## config.mk

```make
export PLATFORM = sky130hd
export DESIGN_NAME = uart_mmio_bridge
export DESIGN_NICKNAME = d
export VERILOG_FILES = /design/src/rtl/uart_mmio_bridge_pkg.sv /design/src/rtl/sync_fifo.sv /design/src/rtl/uart_mmio_bridge.sv
export SDC_FILE = /design/constraint.sdc
export NUM_CORES = 1
export LEC_CHECK = 0
export CORE_AREA = 3 3 217 176
export CTS_CLUSTER_SIZE = 14
export DETAILED_ROUTE_END_ITERATION = 7
export DIE_AREA = 0 0 220 179
export PLACE_DENSITY = 0.59
export SETUP_SLACK_MARGIN = 0.1
export SYNTH_ARGS = -nofsm -noshare
export SYNTH_HDL_FRONTEND = slang
export SYNTH_SLANG_ARGS = --single-unit
export TNS_END_PERCENT = 1
```

## constraint.sdc

```tcl
create_clock -name clk -period 4 [get_ports clk]
set_input_delay 0.4 -clock clk [delete_from_list [all_inputs] [get_ports clk]]
set_output_delay 0.4 -clock clk [all_outputs]
set_load 0.05 [all_outputs]
```

## src/rtl/uart_mmio_bridge_pkg.sv

```systemverilog
// uart_mmio_bridge_pkg: register offsets and STATUS bit positions
// shared by the UART MMIO bridge and its FIFOs.
package uart_mmio_bridge_pkg;

  localparam logic [7:0] REG_DATA   = 8'h00;
  localparam logic [7:0] REG_STATUS = 8'h40;
  localparam logic [7:0] REG_LEVEL  = 8'h80;
  localparam logic [7:0] REG_CTRL   = 8'hC0;

  localparam int ST_RX_NE    = 0;
  localparam int ST_TX_NF    = 1;
  localparam int ST_TX_NZ    = 2;
  localparam int ST_TX_EMPTY = 3;
  localparam int ST_RX_FULL  = 4;

  function automatic logic [31:0] level_word(
    input logic [7:0] rx_lvl,
    input logic [7:0] tx_lvl
  );
    return {8'h00, rx_lvl, 8'h00, tx_lvl};
  endfunction

endpackage

```

## src/rtl/sync_fifo.sv

```systemverilog
// sync_fifo: single-clock FIFO with flush; push ignored when full,
// pop ignored when empty. Ports: push/wdata, pop/rdata, full/empty/count.
module sync_fifo #(
  parameter int unsigned WIDTH = 8,
  parameter int unsigned DEPTH = 16
) (
  input  logic                     clk,
  input  logic                     resetn,
  input  logic                     flush,
  input  logic                     push,
  input  logic [WIDTH-1:0]         wdata,
  input  logic                     pop,
  output logic [WIDTH-1:0]         rdata,
  output logic                     full,
  output logic                     empty,
  output logic [$clog2(DEPTH):0]   count
);

  localparam int unsigned AW = $clog2(DEPTH);
  localparam int unsigned CW = AW + 1;

  logic [WIDTH-1:0] mem_q [DEPTH];
  logic [AW-1:0]    wr_ptr_q, wr_ptr_d;
  logic [AW-1:0]    rd_ptr_q, rd_ptr_d;
  logic [CW-1:0]    count_q, count_d;
  logic             do_push, do_pop;

  assign full    = (count_q == CW'(DEPTH));
  assign empty   = (count_q == '0);
  assign count   = count_q;
  assign rdata   = mem_q[rd_ptr_q];

  // full is sampled before any same-cycle pop, so a pop
  // never opens room for a push in the same cycle
  assign do_push = push && !full && !flush;
  assign do_pop  = pop && !empty && !flush;

  always_comb begin
    wr_ptr_d = wr_ptr_q;
    rd_ptr_d = rd_ptr_q;
    count_d  = count_q;
    if (flush) begin
      wr_ptr_d = '0;
      rd_ptr_d = '0;
      count_d  = '0;
    end else begin
      if (do_push) wr_ptr_d = wr_ptr_q + AW'(1);
      if (do_pop)  rd_ptr_d = rd_ptr_q + AW'(1);
      if (do_push && !do_pop)      count_d = count_q + CW'(1);
      else if (do_pop && !do_push) count_d = count_q - CW'(1);
    end
  end

  always_ff @(posedge clk or negedge resetn) begin
    if (!resetn) begin
      wr_ptr_q <= '0;
      rd_ptr_q <= '0;
      count_q  <= '0;
    end else begin
      wr_ptr_q <= wr_ptr_d;
      rd_ptr_q <= rd_ptr_d;
      count_q  <= count_d;
    end
  end

  always_ff @(posedge clk) begin
    if (do_push) mem_q[wr_ptr_q] <= wdata;
  end

endmodule

```

## src/rtl/uart_mmio_bridge.sv

```systemverilog
// uart_mmio_bridge: picorv32 native-bus window onto TX/RX byte FIFOs
// feeding an AXI-stream UART. Ports: mem_* bus, sel, tx_* / rx_* streams.
module uart_mmio_bridge
  import uart_mmio_bridge_pkg::*;
#(
  parameter logic [31:0] BASE_ADDR  = 32'h2000_0000,
  parameter int unsigned FIFO_DEPTH = 16
) (
  input  logic        clk,
  input  logic        resetn,
  input  logic        mem_valid,
  input  logic [31:0] mem_addr,
  input  logic [31:0] mem_wdata,
  input  logic [3:0]  mem_wstrb,
  output logic        sel,
  output logic        mem_ready,
  output logic [31:0] mem_rdata,
  output logic [7:0]  tx_tdata,
  output logic        tx_tvalid,
  input  logic        tx_tready,
  input  logic [7:0]  rx_tdata,
  input  logic        rx_tvalid,
  output logic        rx_tready
);

  localparam int unsigned CW = $clog2(FIFO_DEPTH) + 1;

  logic          pending, wr;
  logic [7:0]    off;
  logic          accept, flush;
  logic          tx_push, tx_pop, tx_full, tx_empty;
  logic          rx_push, rx_pop, rx_full, rx_empty;
  logic [7:0]    tx_head, rx_head;
  logic [CW-1:0] tx_count, rx_count;
  logic [31:0]   status;
  logic          mem_ready_q, mem_ready_d;
  logic [31:0]   mem_rdata_q, mem_rdata_d;
  logic          unused_wdata;

  assign unused_wdata = ^mem_wdata[31:8];

  assign sel     = mem_valid && (mem_addr[31:8] == BASE_ADDR[31:8]);
  // ready_q blocks re-acceptance of the access just completed
  assign pending = sel && !mem_ready_q;
  assign wr      = |mem_wstrb;
  assign off     = mem_addr[7:0];

  assign tx_tvalid = !tx_empty;
  assign tx_tdata  = tx_empty ? 8'h00 : tx_head;
  assign tx_pop    = tx_tvalid && tx_tready;

  assign rx_tready = resetn && !rx_full;
  assign rx_push   = rx_tvalid && rx_tready;

  assign mem_ready = mem_ready_q;
  assign mem_rdata = mem_rdata_q;

  always_comb begin
    status              = '0;
    status[ST_RX_NE]    = !rx_empty;
    status[ST_TX_NF]    = !tx_full;
    status[ST_TX_NZ]    = (tx_count != '0);
    status[ST_TX_EMPTY] = tx_empty;
    status[ST_RX_FULL]  = rx_full;
  end

  always_comb begin
    accept      = 1'b0;
    flush       = 1'b0;
    tx_push     = 1'b0;
    rx_pop      = 1'b0;
    mem_rdata_d = '0;
    if (pending) begin
      unique case (1'b1)
        (off == REG_DATA): begin
          if (wr) begin
            // a write to a full TX FIFO stalls until room frees
            accept  = !tx_full;
            tx_push = !tx_full;
          end else begin
            accept = 1'b1;
            rx_pop = !rx_empty;
            if (!rx_empty)
              mem_rdata_d = {1'b1, 23'b0, rx_head};
          end
        end
        (off == REG_STATUS): begin
          accept = 1'b1;
          if (!wr) mem_rdata_d = status;
        end
        (off == REG_LEVEL): begin
          accept = 1'b1;
          if (!wr)
            mem_rdata_d = level_word(8'(rx_count), 8'(tx_count));
        end
        (off == REG_CTRL): begin
          accept = 1'b1;
          flush  = wr && mem_wdata[0];
        end
        default: accept = 1'b1;
      endcase
    end
    mem_ready_d = accept;
  end

  always_ff @(posedge clk or negedge resetn) begin
    if (!resetn) begin
      mem_ready_q <= 1'b0;
      mem_rdata_q <= '0;
    end else begin
      mem_ready_q <= mem_ready_d;
      mem_rdata_q <= mem_rdata_d;
    end
  end

  sync_fifo #(
    .WIDTH (8),
    .DEPTH (FIFO_DEPTH)
  ) u_tx_fifo (
    .clk    (clk),
    .resetn (resetn),
    .flush  (flush),
    .push   (tx_push),
    .wdata  (mem_wdata[7:0]),
    .pop    (tx_pop),
    .rdata  (tx_head),
    .full   (tx_full),
    .empty  (tx_empty),
    .count  (tx_count)
  );

  sync_fifo #(
    .WIDTH (8),
    .DEPTH (FIFO_DEPTH)
  ) u_rx_fifo (
    .clk    (clk),
    .resetn (resetn),
    .flush  (flush),
    .push   (rx_push),
    .wdata  (rx_tdata),
    .pop    (rx_pop),
    .rdata  (rx_head),
    .full   (rx_full),
    .empty  (rx_empty),
    .count  (rx_count)
  );

endmodule

```

== Word level (Yosys, flattened, before mapping) ==
Memory sizes are Yosys's and may differ from the RTL's.
Index checks and enable logic that the tools add are counted.

* Memories kept: 2
* Register bits: 59
* Memory bits (writable): 256
* Word-level logic and storage cells: 99
* Bits of input ports: 81
* Output and inout port bits: 44

* Add/sub/neg operators: 8
* Reductions and logical operators: 39
* Equality and inequality tests: 6
* Mux-type cells: 36

{| class="wikitable"
|+ Memories
! memory !! depth !! width !! read ports !! clocked after memory_dff !! wr ports !! line !! source
|-
| u_rx_fifo.mem_q || 16 || 8 || 1 || 0 || 1 || sync_fifo.sv:22 || <nowiki>logic [WIDTH-1:0] mem_q [DEPTH];</nowiki>
|-
| u_tx_fifo.mem_q || 16 || 8 || 1 || 0 || 1 || sync_fifo.sv:22 ||
|}

{| class="wikitable"
|+ Operator list
! cell !! count
|-
| $mux W32 || 3
|-
| $pmux W32 S3 || 1
|-
| $mux W5 || 7
|-
| $mux W4 || 8
|-
| $eq A24 B22 Y1 const B || 1
|-
| $mux W21 || 1
|-
| $logic_and A1 B1 Y1 || 18
|-
| $add A4 B1 Y4 const B || 4
|-
| $eq A8 B8 Y1 const B || 2
|-
| $mux W1 || 15
|-
| $add A5 B1 Y5 const B || 2
|-
| $eq A5 B5 Y1 const B || 2
|-
| $logic_not A1 Y1 || 10
|-
| $logic_not A5 Y1 || 2
|-
| $sub A5 B1 Y5 const B || 2
|-
| $eq A8 B7 Y1 const B || 1
|-
| $logic_not A8 Y1 || 1
|-
| $mux W8 || 1
|-
| $reduce_bool A2 Y1 || 4
|-
| $reduce_bool A3 Y1 || 2
|-
| $reduce_bool A5 Y1 || 1
|-
| $reduce_or A4 Y1 || 1
|}

== Logic depth before layout (Yosys ltp) ==
Gate-level depths: netlist of run 1.

* Depth after elaboration: 12
* Mapped depth: 15
* Mapped depth without buffers: 12

== By module ==
A second synthesis of run 1 with hierarchy kept.

* Cell total of the unflattened synthesis: 762
* Area total of the unflattened synthesis: 12878.6 um^2

{| class="wikitable"
|+ Modules (own cells, without submodules)
! module !! instances !! cells an instance !! area an instance (um^2) !! seq. area each (um^2)
|-
| sync_fifo (u_tx_fifo) || 1 || 293 || 5925.7 || 4169.0
|-
| sync_fifo (u_rx_fifo) || 1 || 357 || 5924.4 || 4169.0
|-
| uart_mmio_bridge || 1 || 112 || 1028.5 || 375.4
|}

== Worst setup path after synthesis of run 1 ==
Ideal clock, no wire load.

* Path type: reg-to-reg
* From: register mem_ready_q, in the netlist mem_ready
* To: register u_rx_fifo.count_q[4], in the netlist u_rx_fifo.count[4]
* Path buffers: 3
* Setup time: 0.124 ns
* Arrival time: 3.065 ns
* Data required time: 3.876 ns
* Period minus slack after synthesis: 3.189 ns
* Setup slack: 0.811 ns
* Stages on the path, launching flop included: 16
* Path through: dfrtp_1 nor4b_1 and3_1 buf_2 and3_1 buf_2 buf_2 nor2_1 nand2_1 fa_1 a21o_1 a21oi_1 nand2_1 o21ai_1 a211oi_1 a211o_1

* Cells in the longest elaborated chain, start to end: 9
* Elaborated cells on any way between the ends: 15
* Those cells by class: 4 x mux; 11 x reduce/logical

{| class="wikitable"
|+ RTL lines
! element !! line !! source
|-
| start: declaration || uart_mmio_bridge.sv:36 || <nowiki>logic mem_ready_q, mem_ready_d;</nowiki>
|-
| start signal: assignment || uart_mmio_bridge.sv:111 || <nowiki>mem_ready_q <= mem_ready_d;</nowiki>
|-
| $logic_not A1 Y1 (*) || uart_mmio_bridge.sv:44 || <nowiki>assign pending = sel && !mem_ready_q;</nowiki>
|-
| $logic_and A1 B1 Y1 (*) || uart_mmio_bridge.sv:44 ||
|-
| $mux W1 || uart_mmio_bridge.sv:73 || <nowiki>if (pending) begin</nowiki>
|-
| $logic_and A1 B1 Y1 or $logic_not A1 Y1 (tied branches) || sync_fifo.sv:36, sync_fifo.sv:35 ||
|-
| $logic_and A1 B1 Y1 || sync_fifo.sv:36 || <nowiki>assign do_pop = pop && !empty && !flush;</nowiki>
|-
| $logic_not A1 Y1 || sync_fifo.sv:49 || <nowiki>if (do_push && !do_pop) count_d = count_q + CW'(1);</nowiki>
|-
| $logic_and A1 B1 Y1 || sync_fifo.sv:49 ||
|-
| $mux W5 || sync_fifo.sv:49 ||
|-
| $mux W5 || sync_fifo.sv:42 || <nowiki>if (flush) begin</nowiki>
|-
| end signal: assignment || sync_fifo.sv:62 || <nowiki>count_q <= count_d;</nowiki>
|-
| end: declaration || sync_fifo.sv:25 || <nowiki>logic [CW-1:0] count_q, count_d;</nowiki>
|}

Every way passes the cells marked *; elsewhere a longest branch is shown, timed or not.
A chain may end at the register's enable or synchronous reset.

== Worst setup path after layout of run 1 ==
* From: register u_tx_fifo.count_q[0], in the netlist u_tx_fifo.count[0]
* To: output port tx_tvalid

* Cells in the longest elaborated chain, start to end: 2

{| class="wikitable"
|+ RTL lines
! element !! line !! source
|-
| start: declaration || sync_fifo.sv:25 ||
|-
| start signal: assignment || sync_fifo.sv:62 ||
|-
| $logic_not A5 Y1 || sync_fifo.sv:29 || <nowiki>assign empty = (count_q == '0);</nowiki>
|-
| $logic_not A1 Y1 || uart_mmio_bridge.sv:48 || <nowiki>assign tx_tvalid = !tx_empty;</nowiki>
|-
| end: declaration || uart_mmio_bridge.sv:19 || <nowiki>output logic tx_tvalid,</nowiki>
|}

Every way passes these cells.

==> results of run 1 <==
## critical path, cell delays in order (launching register included)
cell and delay, ns:
sky130_fd_sc_hd__dfrtp_1 0.47, sky130_fd_sc_hd__or4_1 0.65, sky130_fd_sc_hd__nor2_1 0.68, sky130_fd_sc_hd__inv_1 0.23
sky130_fd_sc_hd__clkdlybuf4s50_1 0.76
## cells in the mapped netlist, drive strengths merged (3+ instances only)
library cell,instances
clkbuf,13
edfxtp,256
and4,4
xor2,9
nor3,6
dfrtp,41
a22oi,4
nor4b,4
nand2,32
o21ai,15
nor4,17
mux4,55
xnor2,5
a21oi,11
nand4,7
a211oi,10
inv,21
or3,3
o22ai,8
ha,18
nor2,35
mux2i,37
and2,26
nand3,19
or4,5
buf,38
o221ai,16
## repair_timing
action                                  in CTS  in global routing
pin swaps                                    0                  0
endpoints found under the setup margin       2                  3
endpoints found under the hold margin        6                  0
gates resized for setup                      2                  1
hold buffers                                 1                  0
## sequential cells by signal (all words and copies together) (netlist names)
name                flops
mem_ready               1
u_rx_fifo.mem_q       128
u_tx_fifo.wr_ptr_q      4
u_tx_fifo.count         5
u_tx_fifo.mem_q       128
u_rx_fifo.count         5
u_rx_fifo.rd_ptr_q      4
mem_rdata              14
u_rx_fifo.wr_ptr_q      4
u_tx_fifo.rd_ptr_q      4
## path summary, 6_finish.rpt
kind | end | slack, ns | start
max in group asynchronous | u_tx_fifo.rd_ptr_q[0]$_DFFE_PN0P_ | 2.99 | resetn
worst min-delay path | mem_rdata[6]$_DFF_PN0_ | 0.52 | resetn
worst max register to register | u_rx_fifo.count[4]$_DFFE_PN0P_ | 0.81 | u_rx_fifo.count[1]$_DFFE_PN0P_
worst max-delay path | tx_tvalid | 0.27 | u_tx_fifo.count[0]$_DFFE_PN0P_
worst min register to register | u_tx_fifo.count[3]$_DFFE_PN0P_ | 0.58 | u_tx_fifo.count[3]$_DFFE_PN0P_
min in group clk | u_tx_fifo.count[3]$_DFFE_PN0P_ | 0.58 | u_tx_fifo.count[3]$_DFFE_PN0P_
## stage by stage
stage / hold WS (ns) / area (µm²)
floorplan: 0.104 / 12700
global placement: 0.567 / 14100
detailed placement: 0.579 / 14100
CTS: 0.530 / 15100
global route: 0.570 / 15100
finish: 0.518 / 15100
## layout make-up
type,instances,area share
inverters,22,0.00582
repair buffers,115,0.0724
multi-input cells,390,0.238
flip-flops and latches,297,0.579
clock buffers,35,0.0511
clock inverters,20,0.0136
well taps,480,0.0399
## report_power, final
group | switching, mW | internal (mW)
registers | 0.170 | 3.53
logic | 1.33 | 0.848
clock network | 1.17 | 1.58
total | 2.67 | 5.95
## kinds of logic after synthesis
| group | after synthesis |
|---|---|
| mux | 94 |
| other cells | 1 |
| buf+inv | 73 |
| xor+xnor | 14 |
| simple gates | 169 |
| flops | 297 |
| compound gates | 75 |
| fa+ha+maj | 20 |
## metal layers
metal	wire length, µm	up-vias	track usage	share of wire
met4	736	0	0.0429	0.026
li1	-	3137	-	-
met3	2030	38	0.0335	0.073
met2	12000	205	0.204	0.43
met1	13000	3492	0.213	0.47
met5	0	-	0	0
==> results.json, run 1 <==
{
  "cp-start-kind": "flop",
  "port_buffers": 82,
  "firstDrtPassIters": 5,
  "synth-seq-area-share": 0.691,
  "yosys-mux-area-fraction": 0.130,
  "synthesis.area_um2": 12600,
  "power.density_cell_area_nw_per_um2": 573,
  "place.detailed.instances": 1303,
  "synthesis.instances": 743,
  "critPathMaxFanout": 11,
  "synthFlopType": "sky130_fd_sc_hd__edfxtp_1",
  "place.detailed.hpwl_um": 19000,
  "post-cts-setup-buffers": 0,
  "timing.max_cap.violations": 0,
  "final_cell_count_without_fillers": 1359,
  "chipHeight_um": 179,
  "synthDominantAreaCellType": "sky130_fd_sc_hd__edfxtp_1",
  "mostFrequentLayoutCells": "256 x sky130_fd_sc_hd__edfxtp_1, 81 x sky130_fd_sc_hd__clkdlybuf4s50_1, 55 x sky130_fd_sc_hd__mux4_2",
  "setup_ws_ns": 0.265,
  "grt_first_pass_wirelength_um": 41800,
  "hold_viol_final": 0,
  "antennaDiodeCount": 0,
  "synth_compound_area_frac": 0.0426,
  "synth-warning-count": 0,
  "dpl_worst_slack_ns": 0.390,
  "cp_data_arrival_time_ns": 3.33,
  "fillCellCount": 3239,
  "layout-area-overhead-vs-synth_pct": 19.5,
  "setup_viol_count_final": 0,
  "grt_use_total": 0.142,
  "period_share": 0.934,
  "pin_count": 125,
  "post_route_cells_drive_above_1_share": 0.176,
  "cts.reportedPaths.clkPinSlew_ns": 0.06,
  "cts_tree": "yes",
  "drt.antenna.violating_nets": 0,
  "postSynth.asyncResetShare": 0.138,
  "yosys.area_share.simple": 0.0741,
  "die-width_um": 220,
  "area_of_combinational_cells_with_multiple_inputs_um2": 3590,
  "detailedRoute.firstIterationViolations": 589,
  "aggregate_routed_wire_length_um": 27800,
  "final.setup.tns_ns": 0,
  "worst_ep_required_time_ns": 3.60,
  "vdd.ir_drop.worst_v": 0.000343,
  "timing.clock.skew_ns": 0.0451,
  "synth-adder-area-share": 0.0210,
  "numCtsBuffers": 30,
  "layout.area.seq_um2": 8720,
  "grt_remaining_overflow": 0,
  "cell_chosen_for_the_clock_root": "sky130_fd_sc_hd__clkbuf_16",
  "cts_htree_levels": 1,
  "dr_total_vias": 6872,
  "report.final.slew_viol_count": 0,
  "status": "finished, final reports clean",
  "post_drt_via_cell_ratio": 5.06,
  "clk_lat_worst_skew_ns": 0.59,
  "netlist_top_cells_area": "sky130_fd_sc_hd__edfxtp_1 61%, sky130_fd_sc_hd__mux4_2 9.8%, sky130_fd_sc_hd__dfrtp_1 8.1%",
  "hp-class": "input pin to asynchronous set/reset pin",
  "first_global_vias": 6724,
  "drc_errors": 0,
  "nNetsFinal": 957,
  "grt_antenna_before_repair": 0,
  "ys_seq_elements": 297,
  "initial_core_util": 0.350,
  "r2r.worst_path.cells": 11,
  "synth_top_cell_area_share": 0.610,
  "path_type_of_the_worst_setup_path": "flop to output pin",
  "setup_repair_after_global_routing_missed_its_margin": "true",
  "slew_headroom": 0.448,
  "synth_top_family_by_area": "multiplexers",
  "fmaxAchievable_ghz": 0.268,
  "place_congestion": 0.789,
  "total_power_mw": 8.62,
  "finalCoreUtilization": 0.418,
  "post_detailed_route_wirelength_per_cell_um": 20.5,
  "clkSinkCount": 297,
  "full_die_area_um2": 39400,
  "cts_buffer_depth": 3,
  "worst_setup_path_end_kind": "output pin",
  "number_of_enable_type_register_cells_in_the_synthesized_netlist": 256,
  "final_period_minus_worst_setup_slack_ns": 3.73,
  "core_area_um2": 36000,
  "static-leakage-power_nw": 5.11,
  "worst_slew_pin_slew_ns": 0.825,
  "mean_syn_cell_area_um2": 17.0,
  "grt_start_max_net_pins": 52,
  "layout.cells.most_common": "sky130_fd_sc_hd__edfxtp_1",
  "std_cell_rows": 62,
  "yosysUniqueCellTypes": 62,
  "synthXorXnorAreaFrac": 0.0112
}
Power figures use the tool's default switching activity.
==> inputs of run 2 (changes only) <==
- GPL_ROUTABILITY_DRIVEN: not set -> 0
==> results of run 2 <==
The final DEF is identical to that of run 1; final timing and power are the same.
